===== src/rtl/dmem_access_unit.sv =====
// dmem_access_unit: memory-stage load/store unit sitting between the control
// decoder and a single-port data cache. Aligns store data onto byte lanes,
// extracts and extends load data, and stalls the pipeline while busy.
// Optional build macro: MISALIGN_TRAP_EN. When it is defined, a misaligned
// halfword or word access is rejected like a reserved funct3. When it is
// undefined, the low offset bits are ignored and the access is force-aligned.
//
// state | meaning
// IDLE  | no access outstanding; accept a new request
// REQ   | request latched; drive cache request, or flag a rejected access
// WAIT  | load handshaken; waiting for the cache response
module dmem_access_unit #(
    parameter int ADDR_W = 32,
    parameter int DATA_W = 32
) (
    input  logic              clk,
    input  logic              rst,
    input  logic              req_valid,
    input  logic              req_write,
    input  logic [2:0]        req_funct3,
    input  logic [ADDR_W-1:0] req_addr,
    input  logic [DATA_W-1:0] req_wdata,
    output logic              stall,
    output logic [DATA_W-1:0] ld_data,
    output logic              ld_valid,
    output logic              st_done,
    output logic              misalign,
    output logic              dc_req_valid,
    input  logic              dc_req_ready,
    output logic [ADDR_W-1:0] dc_addr,
    output logic [3:0]        dc_we,
    output logic [DATA_W-1:0] dc_wdata,
    input  logic              dc_resp_valid,
    input  logic [DATA_W-1:0] dc_resp_data
);

    typedef enum logic [1:0] {IDLE, REQ, WAIT} state_t;

    state_t            state, state_n;
    logic [1:0]        off_q;
    logic [2:0]        f3_q;
    logic              write_q;
    logic              bad_q;
    logic [DATA_W-1:0] ld_data_q;

    logic              rsvd_c;
    logic              misal_c;
    logic [3:0]        we_c;
    logic [DATA_W-1:0] wdata_c;
    logic [7:0]        byte_sel;
    logic [15:0]       half_sel;
    logic [DATA_W-1:0] ld_ext;

    // Misaligned-access rejection exists only in the trapping build.
`ifdef MISALIGN_TRAP_EN
    assign misal_c = ((req_funct3[1:0] == 2'b01) && req_addr[0]) ||
                     ((req_funct3 == 3'b010) && (req_addr[1:0] != 2'b00));
`else
    assign misal_c = 1'b0;
`endif

    // Classify the incoming request and build its lane enables and data.
    always_comb begin
        rsvd_c  = req_write ? (req_funct3[2] || (req_funct3[1:0] == 2'b11))
                            : ((req_funct3 == 3'b011) || (req_funct3[2:1] == 2'b11));
        we_c    = 4'b0000;
        wdata_c = req_wdata;
        if (req_write) begin
            case (req_funct3[1:0])
                2'b00: begin
                    we_c    = 4'b0001 << req_addr[1:0];
                    wdata_c = {4{req_wdata[7:0]}};
                end
                2'b01: begin
                    we_c    = 4'b0011 << {req_addr[1], 1'b0};
                    wdata_c = {2{req_wdata[15:0]}};
                end
                default: we_c = 4'b1111;
            endcase
        end
        if (rsvd_c || misal_c) begin
            we_c = 4'b0000;
        end
    end

    // Latch the request on acceptance; cache-facing fields stay stable until handshake.
    always_ff @(posedge clk or posedge rst) begin
        if (rst) begin
            off_q    <= 2'b00;
            f3_q     <= 3'b000;
            write_q  <= 1'b0;
            bad_q    <= 1'b0;
            dc_addr  <= '0;
            dc_we    <= 4'b0000;
            dc_wdata <= '0;
        end else if (state == IDLE && req_valid) begin
            off_q    <= req_addr[1:0];
            f3_q     <= req_funct3;
            write_q  <= req_write;
            bad_q    <= rsvd_c || misal_c;
            dc_addr  <= {req_addr[ADDR_W-1:2], 2'b00};
            dc_we    <= we_c;
            dc_wdata <= wdata_c;
        end
    end

    // Pick the addressed byte/halfword of the response and extend it.
    always_comb begin
        case (off_q)
            2'd0:    byte_sel = dc_resp_data[7:0];
            2'd1:    byte_sel = dc_resp_data[15:8];
            2'd2:    byte_sel = dc_resp_data[23:16];
            default: byte_sel = dc_resp_data[31:24];
        endcase
        half_sel = off_q[1] ? dc_resp_data[31:16] : dc_resp_data[15:0];
        case (f3_q)
            3'b000:  ld_ext = {{24{byte_sel[7]}}, byte_sel};
            3'b100:  ld_ext = {24'h000000, byte_sel};
            3'b001:  ld_ext = {{16{half_sel[15]}}, half_sel};
            3'b101:  ld_ext = {16'h0000, half_sel};
            default: ld_ext = dc_resp_data;
        endcase
    end

    // Hold the last completed load result between loads.
    always_ff @(posedge clk or posedge rst) begin
        if (rst) begin
            ld_data_q <= '0;
        end else if (ld_valid) begin
            ld_data_q <= ld_ext;
        end
    end

    // State register.
    always_ff @(posedge clk or posedge rst) begin
        if (rst) begin
            state <= IDLE;
        end else begin
            state <= state_n;
        end
    end

    // Next state and handshake/pulse outputs; stall drops on any completion pulse.
    always_comb begin
        state_n      = state;
        stall        = 1'b0;
        dc_req_valid = 1'b0;
        st_done      = 1'b0;
        ld_valid     = 1'b0;
        misalign     = 1'b0;
        ld_data      = ld_data_q;
        case (state)
            IDLE: begin
                stall = req_valid;
                if (req_valid) begin
                    state_n = REQ;
                end
            end
            REQ: begin
                if (bad_q) begin
                    misalign = 1'b1;
                    state_n  = IDLE;
                end else begin
                    dc_req_valid = 1'b1;
                    stall        = 1'b1;
                    if (dc_req_ready) begin
                        if (write_q) begin
                            st_done = 1'b1;
                            stall   = 1'b0;
                            state_n = IDLE;
                        end else begin
                            state_n = WAIT;
                        end
                    end
                end
            end
            WAIT: begin
                stall = 1'b1;
                if (dc_resp_valid) begin
                    ld_valid = 1'b1;
                    ld_data  = ld_ext;
                    stall    = 1'b0;
                    state_n  = IDLE;
                end
            end
            default: state_n = IDLE;
        endcase
        if (rst) begin
            stall = 1'b0;
        end
    end

endmodule

===== config.mk =====
export PLATFORM = sky130hd
export DESIGN_NAME = dmem_access_unit
export DESIGN_NICKNAME = d
export VERILOG_FILES = /design/src/rtl/dmem_access_unit.sv
export SDC_FILE = /design/constraint.sdc
export NUM_CORES = 1
export LEC_CHECK = 0
export CAP_MARGIN = 20
export CORE_MARGIN = 1.5
export CORE_UTILIZATION = 47
export DETAILED_ROUTE_END_ITERATION = 8
export GPL_TIMING_DRIVEN = 0
export HOLD_SLACK_MARGIN = 0.02
export PLACE_DENSITY = 0.83
export SETUP_SLACK_MARGIN = 0.3
export SLEW_MARGIN = 20
export SYNTH_ARGS = -nofsm -noshare
export SYNTH_HDL_FRONTEND = slang
export SYNTH_SLANG_ARGS = --single-unit

===== constraint.sdc =====
create_clock -name clk -period 4.9 [get_ports clk]
set_input_delay 0.735 -clock clk [delete_from_list [all_inputs] [get_ports clk]]
set_output_delay 0.735 -clock clk [all_outputs]
set_load 0.01 [all_outputs]

==> results.ini <==
[finish]
num_antenna_cells=0
final_cell_mix=clkdlybuf4s50_1 (206), nand2_1 (189), dfrtp_1 (107)
layout-drive-gt1-share_pct=6.46
final_common_cell=clkdlybuf4s50_1
fillCellCount=875
regArea_sq_um=2680
syn2layout_area_growth_pct=46.7
final_nets=921
multi_input_area_sq_um=2290
layout.cells.non_filler=960

[route]
wl_um=16400
drc=0
vias_per_cell=5.40
post_drt_wl_per_cell_um=17.1
drt_iter0_drc=246
num_vias=5183
antenna_left=0
dr.pass1.iters=5

[worst_setup_path]
crit_required_ns=4.16
end_kind=primary output
cp-start-kind=input pin
critPathArrivalTime_ns=2.95
reg2reg_depth=5
path_max_fanout=10
critPathKind=in -> out
r2r-end=dc_wdata[6]
r2r_slack_ns=3.09
r2r-start=state[1]

[floorplanning]
die-area_sq_um=11800
die_h_um=108
io_pins=210
start_util_pct=48.2
row_count=38
coreArea_sq_um=10800
dieWidth_um=108

[logic_synthesis]
synthArstFlopShare_pct=100
ys_types=36
ys_seq_elements=107
synth_edf_count=0
synth_ff_type=dfrtp_1
synth_area_sq_um=5230
yosysSeqAreaShare_pct=51.2
syn_area_per_cell_sq_um=8.76
syn_inst=597
yosysWarnings=0

[timing]
clock.fmax_ghz=0.272
rsz0062_at_grt=false
skew_ns=0.00722
slew_headroom_pct=60.2
setup_violations=0
holdWs_ns=0.478
tightestPinTransition_ns=0.595
hold_viol_final=0
setup-tns-final_ns=0
finalCriticalPeriod_ns=3.68
period_share_pct=75.1
slew_viol_final=0

[worst_hold_path]
whs_endpoint=dc_addr[9]
worstHoldPathCells=2
hp-start=dc_addr[9]
hold_path.class=reg -> reg

[clock_network]
post-cts-setup-buffers=0
cts_buffer_depth=2
cts-root-buf=clkbuf_8
cts.clk_slew.worst_paths_ns=0.09
cts_tree=yes
ctsResizeCount=0
cts_buffers=9
cts_sinks=107
clk_latency_ns=0.38
cts_hold_buf=0
htreeDepth=3

[global_route]
grt_pass1_wl_um=25700
antenna_found_initial=0
first_global_vias=5262
grt.total_usage_pct=28.4
grt_max_degree=56
gr-total-overflow=0

[pwr]
p_leak_nw=3.42
ir_worst_vdd_v=0.000371
p_per_area_nw_per_um2=586
totalPowerFinal_mw=4.49

[placement]
portBuffers=206
routabilityCongestion=0.909
dp_cells=945
hpwl_um=12400

[run_status]
outcome=finished, final reports clean

[job]
drv_cap=0

-- critical path, cell delays in order --
cell and delay [ns]:
clkdlybuf4s50_1 0.50, mux4_2 0.55, a211oi_4 0.38, buf_6 0.19, a21oi_1 0.09, clkdlybuf4s50_1 0.49
-- sequential cells by signal (all words and copies together) (netlist names) --
signal	cells
bad_q	1
dc_addr	30
dc_wdata	32
dc_we	4
f3_q	3
ld_data_q	32
off_q	2
state	2
write_q	1
-- cell type report --
cell class	instances	share of cell area, %
sequential	107	34.9
multi-input combinational	440	29.9
timing repair buffer	207	27.2
buffer	43	3.05
tap	140	2.28
clock buffer	11	1.84
inverter	8	0.457
clock inverter	4	0.359
-- Yosys cell counts, drive strengths merged (4+ instances only) --
cell | count | area, sq um
nand3b | 9 | 67.6
inv | 8 | 30.0
clkbuf | 20 | 75.1
nand2b | 4 | 25.0
o21ai | 41 | 205
o31a | 7 | 70.1
a21oi | 66 | 330
nor2 | 44 | 173
buf | 23 | 159
mux2 | 9 | 105
nand2 | 189 | 709
a31oi | 11 | 68.8
dfrtp | 107 | 2680
mux2i | 29 | 290
nor3 | 4 | 20.0
o211ai | 4 | 30.0
a2bb2oi | 5 | 43.8
-- power breakdown --
part / switching (mW) / internal (mW)
Sequential: 0.214 / 1.31
Combinational: 1.24 / 1.24
Clock: 0.299 / 0.195
Total: 1.75 / 2.74
-- worst max-delay path by stage --
stage | slack [ns] | cells after the start | end | startpoint
6_report | 1.22 | 6 | ld_data[9] | dc_resp_data[31]
5_1_grt | 1.10 | 8 | ld_data[30] | dc_resp_valid
4_1_cts | 1.23 | 6 | ld_data[9] | dc_resp_data[31]
3_5_place_dp | 1.23 | 6 | ld_data[9] | dc_resp_data[31]
3_3_place_gp | -0.25 | 2 | ld_data_q[17] | rst
2_1_floorplan | 1.35 | 1 | bad_q | rst
-- layer usage --
| metal | vias to the layer above | GRT usage [%] | share of wire, % | wire length [um] |
|---|---|---|---|---|
| li1 | 2442 | - | - | - |
| met1 | 2461 | 34.8 | 39 | 6380 |
| met2 | 244 | 46.4 | 48 | 7880 |
| met3 | 36 | 9.28 | 11 | 1730 |
| met4 | 0 | 11.1 | 2.4 | 400 |
| met5 | - | 0 | 0 | 0 |
-- metrics by stage --
step           util [%]  cell area (sq um)  setup slack [ns]
2_1_floorplan         -               5230              1.35
3_3_place_gp       68.9               7470            -0.254
3_5_place_dp       69.2               7500              1.23
4_1_cts            70.8               7670              1.23
5_1_grt            70.8               7670              1.10
6_report           70.8               7670              1.22
-- cells by family (layout without fill, tap and decap cells) --
logic type,Yosys count,count (layout),synth area share (%)
DFF,107,107,51.2
buffers and inverters,51,273,5.05
AOI/OAI and AO/OA,142,142,15.8
muxes,39,39,7.99
and+or+nand+nor,257,257,19.9
other,1,2,0.0717
(Power assumes the default switching activity.)
